**config.mk**
```make
export PLATFORM = sky130hd
export DESIGN_NAME = item_memory_fetch_ctrl
export DESIGN_NICKNAME = d
export VERILOG_FILES = /design/src/rtl/item_memory_fetch_ctrl.sv
export SDC_FILE = /design/constraint.sdc
export NUM_CORES = 1
export LEC_CHECK = 0
export CORE_MARGIN = 5
export CORE_UTILIZATION = 50
export CTS_CLUSTER_SIZE = 14
export DETAILED_ROUTE_END_ITERATION = 8
export HOLD_SLACK_MARGIN = 0.08
export PLACE_DENSITY = 0.78
export SETUP_SLACK_MARGIN = 0.15
export SKIP_CTS_REPAIR_TIMING = 1
export SYNTH_ARGS = -nofsm -noshare
export SYNTH_HDL_FRONTEND = slang
export SYNTH_SLANG_ARGS = --single-unit
export TNS_END_PERCENT = 50
```
**constraint.sdc**
```tcl
create_clock -name clk_i -period 10.8 [get_ports clk_i]
set_input_delay 2.16 -clock clk_i [delete_from_list [all_inputs] [get_ports clk_i]]
set_output_delay 2.16 -clock clk_i [all_outputs]
set_load 0.01 [all_outputs]
```
**src/rtl/item_memory_fetch_ctrl.sv**
```systemverilog
// Item memory address sequencer: linear port-B sweep from a base, port-A levels from the sample stream.
// Port A is a zero-latency pass-through; ports stall independently on their own ready, done pulses once both finish.
module item_memory_fetch_ctrl #(
    parameter int ImAddrWidth = 32,
    parameter int DataWidth   = 8,
    parameter int CountWidth  = 16
) (
    input  logic                   clk_i,
    input  logic                   rst_ni,
    input  logic                   en_i,
    input  logic                   start_i,
    input  logic [CountWidth-1:0]  num_items_i,
    input  logic [ImAddrWidth-1:0] base_addr_b_i,
    input  logic [DataWidth-1:0]   data_i,
    input  logic                   data_valid_i,
    output logic                   data_ready_o,
    output logic [ImAddrWidth-1:0] im_a_addr_o,
    output logic                   im_a_addr_valid_o,
    input  logic                   im_a_addr_ready_i,
    output logic [ImAddrWidth-1:0] im_b_addr_o,
    output logic                   im_b_addr_valid_o,
    input  logic                   im_b_addr_ready_i,
    output logic                   busy_o,
    output logic                   done_o
);

    typedef enum logic [1:0] {
        IDLE,
        RUN,
        DONE
    } state_e;

    state_e                 state_q, state_d;
    logic [CountWidth-1:0]  cnt_a_q, cnt_a_d;
    logic [CountWidth-1:0]  cnt_b_q, cnt_b_d;
    logic [CountWidth-1:0]  num_q, num_d;
    logic [ImAddrWidth-1:0] base_q, base_d;

    logic run;
    logic a_open;
    logic b_open;
    logic a_fire;
    logic b_fire;

    always_comb begin
        run    = (state_q == RUN);
        // A port still owes addresses only while its count is below the target.
        a_open = run && (cnt_a_q < num_q);
        b_open = run && (cnt_b_q < num_q);
        a_fire = a_open && data_valid_i && im_a_addr_ready_i;
        b_fire = b_open && im_b_addr_ready_i;

        im_a_addr_o       = run ? ImAddrWidth'(data_i) : '0;
        im_a_addr_valid_o = a_open && data_valid_i;
        data_ready_o      = a_open && im_a_addr_ready_i;
        im_b_addr_o       = run ? (base_q + ImAddrWidth'(cnt_b_q)) : '0;
        im_b_addr_valid_o = b_open;
        busy_o            = (state_q != IDLE);
        done_o            = (state_q == DONE);
    end

    always_comb begin
        state_d = state_q;
        cnt_a_d = cnt_a_q;
        cnt_b_d = cnt_b_q;
        num_d   = num_q;
        base_d  = base_q;
        case (state_q)
            IDLE: begin
                if (start_i) begin
                    if (num_items_i != '0) begin
                        num_d   = num_items_i;
                        base_d  = base_addr_b_i;
                        cnt_a_d = '0;
                        cnt_b_d = '0;
                        state_d = RUN;
                    end else begin
                        state_d = DONE;
                    end
                end
            end
            RUN: begin
                if (a_fire) begin
                    cnt_a_d = cnt_a_q + CountWidth'(1);
                end
                if (b_fire) begin
                    cnt_b_d = cnt_b_q + CountWidth'(1);
                end
                if ((cnt_a_d == num_q) && (cnt_b_d == num_q)) begin
                    state_d = DONE;
                end
            end
            DONE: begin
                state_d = IDLE;
            end
            default: begin
                state_d = IDLE;
            end
        endcase
    end

    // Dropping en_i behaves exactly like reset: the pass is abandoned silently.
    always_ff @(posedge clk_i) begin
        if (!rst_ni || !en_i) begin
            state_q <= IDLE;
            cnt_a_q <= '0;
            cnt_b_q <= '0;
            num_q   <= '0;
            base_q  <= '0;
        end else begin
            state_q <= state_d;
            cnt_a_q <= cnt_a_d;
            cnt_b_q <= cnt_b_d;
            num_q   <= num_d;
            base_q  <= base_d;
        end
    end

endmodule

```
==> results.md, run 1 <==
- Remaining DRCs: 0
- # rows: between 40 and 50
- Slowest CP cell: clkdlybuf4s50_1
- Netlist cell types: 63
- Antenna-violating nets left: 0
- Initial Util: 51.2%
- Critical path startpoint category: register
- Max frequency: between 150 and 200 MHz
- WL met2: about 7900 um
- Pwr/cell area: 98.6 nW/um^2
- RSZ-0062 raised after global routing: no
- Setup TNS Final: 0 ns
- Dpl hpwl: about 13000 um
- Clock transition at the registers of the reported paths: ~0.06 ns
- Sw power: roughly 200 uW
- Final Cycle Share: around 58%
- Hold Crit Start: base_q[8]
- R2R setup slack: 6.59 ns
- Mean post-synth cell area: 7.46 sq um
- Crit path top cell by count: a21oi_1
- Antenna violations before repair: 0
- First-pass GRT wire length: a little under 30000 um
- Final GP Congestion: between 0.9 and 1
- Power Internal: between 500 and 600 uW
- Max Fanout on Critical Path: 11
- Fin nets: around 1100
- CP arrival: approximately 4 ns
- Switching share of power: a little over a quarter
- CTS tree: done
- Worst Hold End: base_q[8]
- R2r startpoint: num_q[13]
- Met3 WL: approximately 1800 um
- Layout Skew: about 0.0090 ns
- CTS Buf Count: 9
- Commonest cells after routing, fill and taps aside: nand2_1, clkdlybuf4s50_1, a21oi_1
- Area share of the largest cell type after synthesis: roughly a quarter
- Synth warn: 0
- Number of H-tree levels: 3
- Rel. slew slack: around 22%
- Final setup viols: 0
- Clock sink count: 82
- Commonest non-fill, non-tap cell in the layout: nand2_1
- Max-slew violation count: 0
- Hold Path Class: register to register
- Antenna cells: 0
- Io pins: about 130
- Worst slew pin tran: 1.16 ns
- R2r endpoint: state_q[1]
- Kind of critical path: register to output pin
- Die W: between 100 and 150 um
- Reg power frac: 40.8%
- P_leak: 0.00289 uW
- Final setup margin: ~4.6 ns
- Status: completed
- Vias: ~6400
- Met1 Wirelength: between 7000 and 8000 um
- Die Span Y: between 100 and 150 um
- Proportion of layout cells with a drive suffix above 1: a little over 3%
- #FFs+latches synth: between 80 and 90
- Worst path required time: around 8.6 ns
- WL final: roughly 18000 um
- GR Overflow Total: 0
- Largest stage delay, worst path: a little under 0.6 ns
- EDFF count, synth: 0
- WHS Path Cells: 2
- GRT Total Usage: approximately a quarter
- Clk root buf: clkbuf_16
- CP endpoint kind: output pin
- Drt wl/cell: approximately 16 um
- DR vias/cell: around 5.7
- Worst r2r path cells: 12
- # port buffers: roughly 110
- Synth top area cells: dfxtp_1, ha_1, nand2_1, a21oi_1, xnor2_1
- Clk_lat worst skew: 0.35 ns
- Post-Synthesis Cells: approximately 870
- Final cell count without fillers: 1123
- Vias in the first global route: between 5000 and 6000
- Max cap viols: 0
- Post-Syn Area: about 6500 sq um
- Largest net degree at the start of global routing: 73
- Primary FF master, synth: dfxtp_1
- Pre-CTS WS: roughly 4.7 ns
- Die area: 15300 sq um
- DR pass1 iterations: 5
- Layout area overhead: 21.7%
- Post-synth top area cell: dfxtp_1
- CTS Buffer Depth: 2
- Placed cells: around 1100
- Crit path from: cnt_b_q[0]
- Clock network fraction of total power: 44.5%
- Combinational share of power: 14.7%
- Cell Chain, Critical Path: ha_1, fa_1, a21oi_1, o21bai_1, a21o_1, a21o_1, a21oi_1, o31ai_1, a311o_1, nand2_1, or3_1, a21oi_1, clkdlybuf4s50_1
- Core area: 12600 sq um
- Async S/R FF share, synth: 0%
- DRT iter0 DRCs: about 420
- Max VDD drop: between 80 and 90 uV
- Post-synthesis sequential area ratio: around 25%
- Final min period: roughly 6.2 ns
- Final hold viol count: 0
- Max Used Layer: met4
[flip-flops by register name (all words and copies together) (netlist names)]
signal   cells
cnt_a_q     16
state_q      2
base_q      32
num_q       16
cnt_b_q     16
[worst max-delay path: cells and delay by family (launching register included)]
| kind | cells | cell delay, ns |
|---|---|---|
| AOI/OAI and AO/OA | 8 | 1.54 |
| adders and majority gates | 2 | 0.45 |
| buffers and inverters | 1 | 0.58 |
| DFF | 1 | 0.48 |
| and+or+nand+nor | 2 | 0.65 |
[metal layers]
layer  up-vias  GRT usage, %
met3        38          7.04
met4         0          7.82
met1      2949          32.0
met2       249          37.2
li1       3200             -
met5         -             0
[power groups by stage]
stage / Clock (uW) / Combinational (uW) / Sequential (uW)
2_1_floorplan: 0 / 74.9 / 320
3_3_place_gp: 0 / 112 / 322
3_5_place_dp: 0 / 113 / 323
4_1_cts: 351 / 113 / 316
5_1_grt: 364 / 126 / 317
6_report: 345 / 114 / 316
[synth_stat cells, drive strengths merged (3+ instances only)]
cell     count
a2111oi      4
a211o        4
a211oi      24
a21o         8
a21oi       88
a311oi       5
a31oi        8
a32oi        3
and2        24
and3        15
and4         9
buf         27
clkbuf      37
dfxtp       82
ha          48
inv         34
mux2i        6
nand2      135
nand2b       8
nand3        9
nand3b       3
nand4        7
nor2        72
nor2b       11
nor3        17
nor3b        4
nor4         8
o2111ai     10
o211a        3
o211ai      12
o21a         8
o21ai       37
o21bai       4
o311a        3
o31ai        3
or2          3
or3          7
xnor2       44
xor2        14
[through the flow]
| step | area, sq um | hold WS [ns] | utilization, % | power (uW) |
|---|---|---|---|---|
| after floorplan | 6540 | 0.436 | - | 395 |
| after global placement | 7530 | 0.443 | 59.7 | 434 |
| after detailed placement | 7530 | 0.455 | 59.7 | 435 |
| after CTS | 7860 | 0.463 | 62.3 | 780 |
| after global routing | 7860 | 0.481 | 62.3 | 807 |
| final | 7860 | 0.462 | 62.3 | 775 |
[worst max path at each step]
stage	to	depth (start not counted)
after floorplan	im_b_addr_o[22]	13
after global placement	im_a_addr_valid_o	6
after detailed placement	im_a_addr_valid_o	6
after CTS	im_b_addr_o[24]	13
after global routing	im_b_addr_o[26]	13
final	im_b_addr_o[22]	13
[logic make-up after synthesis]
| kind of cell | synth area share, % |
|---|---|
| AND/OR/NAND/NOR | 24.7 |
| AO/OA/AOI/OAI | 24.1 |
| buffers and inverters | 7.17 |
| flip-flops | 25.4 |
| XOR/XNOR | 7.87 |
| adder cells (fa/ha/maj) | 9.61 |
| multiplexers | 1.10 |
| other | 0.0581 |
[cell type report]
cell class | instances | area (sq um)
fill | 1162 | 4760
inverter | 34 | 128
tap | 172 | 215
multi-input combinational | 709 | 4450
sequential | 82 | 1640
clock inverter | 4 | 73.8
timing repair buffer | 110 | 1090
clock buffer | 12 | 256
Power figures use the tool's default switching activity.
==> run 2, diff against run 1 <==
--- a/config.mk
+++ b/config.mk
@@ -6,7 +6,7 @@
 export NUM_CORES = 1
 export LEC_CHECK = 0
 export CORE_MARGIN = 5
-export CORE_UTILIZATION = 50
+export CORE_UTILIZATION = 48
 export CTS_CLUSTER_SIZE = 14
 export DETAILED_ROUTE_END_ITERATION = 8
 export HOLD_SLACK_MARGIN = 0.08
==> constraint.sdc (replaced) <==
create_clock -name clk_i -period 5.2 [get_ports clk_i]
set_input_delay 1.04 -clock clk_i [delete_from_list [all_inputs] [get_ports clk_i]]
set_output_delay 1.04 -clock clk_i [all_outputs]
set_load 0.01 [all_outputs]
==> run 2 against run 1 <==
Compared with the run above: sequential power grew 110%; non-clock buffer count grew 6; setup slack lost 4.2 ns; total power grew 100%; worst hold slack lost 0.0032 ns; final cell count grew 0.89%; design area grew 1.1%; via count is essentially flat; register-to-register slack lost 5.6 ns; die area grew 3.8%; clock skew shrank 0.0021 ns; routed wire length grew 0.14%; critical endpoint is now im_b_addr_o[31]; largest cell class unchanged; largest power group unchanged.
==> results.md, run 2 (synthesis results as in run 1) <==
- Antenna violations before repair: 0 (unchanged)
- # port buffers: 107 (unchanged)
- DR pass1 iterations: 5 (unchanged)
- Fin nets: 1064 (+0.57%)
- # rows: 42 (+2.4%)
- Die Span Y: 126 um (+1.9%)
- Setup TNS Final: 0 ns (unchanged)
- Clock network fraction of total power: 42.7% (-1.8 points)
- Biggest register: base_q
- Largest net degree at the start of global routing: 51 (-30%)
- Final min period: ~4.8 ns
- Max Fanout on Critical Path: 9 (-2)
- Critical path startpoint category: register
- Clk root buf: clkbuf_16
- Antenna cells: 0 (unchanged)
- Power Internal: 1160 uW (+100%)
- DR vias/cell: 5.69 (-0.79%)
- Filler cell count: 1245 (+7.1%)
- Max cap viols: 0 (unchanged)
- Dpl hpwl: 13400 um (-0.27%)
- Worst Hold End: base_q[3]
- CTS Buf Count: 9 (unchanged)
- Worst slew pin tran: 1.21 ns (+0.0482 ns)
- Final Cycle Share: ~92%
- Status: completed
- Die area: 15900 sq um (+3.8%)
- Largest register FFs: 32 (unchanged)
- R2r endpoint: state_q[1]
- Sw power: 414 uW (+100%)
- Proportion of layout cells with a drive suffix above 1: 4.39% (+1.3 points)
- Io pins: 132 (unchanged)
- Final hold viol count: 0 (unchanged)
- Hold Path Class: register to register
- Combinational share of power: 15.5% (+0.8 points)
- Vias: 6442 (+0.093%)
- RSZ-0062 raised after global routing: no
- Commonest non-fill, non-tap cell in the layout: nand2_1
- Hold Crit Start: base_q[3]
- Reg power frac: 41.9% (+1.1 points)
- CP arrival: 3.76 ns (-0.30 ns)
- Pwr/cell area: 198 nW/um^2 (+100%)
- Clock sink count: 82 (unchanged)
- CP endpoint kind: output pin
- CTS tree: done
- DRT iter0 DRCs: 426 (+2.4%)
- Drt wl/cell: 16.0 um (-0.75%)
- Layout area overhead: 23.0%
- Antenna-violating nets left: 0 (unchanged)
- R2r startpoint: num_q[2]
- Switching share of power: 26.4% (+0.20 points)
- Max-slew violation count: 0 (unchanged)
- R2R setup slack: 1.01 ns (-5.58 ns)
- WHS Path Cells: 2 (unchanged)
- Initial Util: 48.9% (-2.2 points)
- Kind of critical path: register to output pin
- Max frequency: about 210 MHz
- Final setup viols: 0 (unchanged)
- Cell area after placement: 7580 sq um (+0.66%)
- Clk_lat worst skew: 0.35 ns (about the same)
- Core area: 13200 sq um (+4.5%)
- Commonest cells after routing, fill and taps aside: nand2_1, clkdlybuf4s50_1, a21oi_1
- Worst path required time: 4.16 ns (-4.48 ns)
- Worst r2r path cells: 11 (-1)
- Final GP Congestion: 0.951 (+1.2%)
- Vias in the first global route: 5913 (-1.4%)
- Remaining DRCs: 0 (unchanged)
- Layout Skew: 0.00694 ns (-0.00210 ns)
- Rel. slew slack: 19.0% (-3.3 points)
- Clock transition at the registers of the reported paths: 0.06 ns (about the same)
- Die W: 126 um (+1.9%)
- WL final: 18100 um (+0.14%)
- P_leak: 0.00294 uW (+1.8%)
- Number of H-tree levels: 3 (unchanged)
- Final Cell Area: 7940 sq um (+1.1%)
- First-pass GRT wire length: 29100 um (-0.14%)
- CTS Buffer Depth: 2 (unchanged)
- GRT Total Usage: 22.1% (-1.9 points)
- Max VDD drop: 168 uV (+96%)
- GR Overflow Total: 0 (unchanged)
## run 2: how the worst max path moves through the flow
stage,to,slack (ns),depth (start not counted),start
after detailed placement,im_b_addr_o[22],0.55,13,cnt_b_q[0]
final,im_b_addr_o[31],0.40,12,cnt_b_q[1]
after global placement,im_b_addr_o[22],0.59,13,cnt_b_q[0]
after global routing,im_b_addr_o[31],0.13,12,cnt_b_q[1]
after CTS,im_b_addr_o[22],0.15,13,cnt_b_q[0]
after floorplan,im_b_addr_o[22],1.22,13,cnt_b_q[0]
## run 2: metrics by stage
stage / hold WS [ns] / std cells / total power (uW) / worst slack (ns) / util, %
after global placement: 0.448 / 1117 / 907 / 0.587 / 57.5
after global routing: 0.479 / 1133 / 1640 / 0.128 / 60.2
after CTS: 0.463 / 1133 / 1580 / 0.152 / 59.8
after floorplan: 0.436 / 889 / 819 / 1.22 / -
final: 0.459 / 1133 / 1570 / 0.402 / 60.2
after detailed placement: 0.455 / 1117 / 909 / 0.549 / 57.5
## run 2: layer usage
layer	vias up	track usage [%]	wire length, um
met1	2974	30.0	8050
met5	-	0	0
met2	231	34.6	8080
met4	0	6.75	313
li1	3206	-	-
met3	31	5.50	1640
## run 2: power by group through the flow
stage | Combinational [uW] | Sequential (uW) | Clock (uW)
after global routing | 266 | 658 | 711
after global placement | 237 | 670 | 0
after CTS | 240 | 656 | 684
after detailed placement | 239 | 670 | 0
after floorplan | 155 | 664 | 0
final | 243 | 657 | 670
## run 2: area by class of cell
class                           count  area (sq um)  area share [%]
Multi-Input combinational cell    709          4500            56.6
Timing Repair Buffer              116          1140            14.3
Clock buffer                       12           267            3.36
Clock inverter                      4          48.8           0.614
Sequential cell                    82          1640            20.7
Tap cell                          176           220            2.77
Inverter                           34           128            1.61
## run 2: critical path, stage by stage (launching register included)
cell and delay [ns]:
dfxtp_1 0.52, ha_1 0.29, a21o_1 0.16, a21oi_1 0.22
o21bai_1 0.11, a2111o_1 0.48, a21oi_1 0.22, o41ai_2 0.15
a31oi_2 0.35, nor3b_1 0.12, xnor2_1 0.14, nor2_1 0.09
clkdlybuf4s50_1 0.56
==> run 3, diff against run 2 <==
--- a/config.mk
+++ b/config.mk
@@ -16,4 +16,3 @@
 export SYNTH_ARGS = -nofsm -noshare
 export SYNTH_HDL_FRONTEND = slang
 export SYNTH_SLANG_ARGS = --single-unit
-export TNS_END_PERCENT = 50
==> results of run 3 <==
The final DEF is identical to that of run 2; final timing and power are the same.
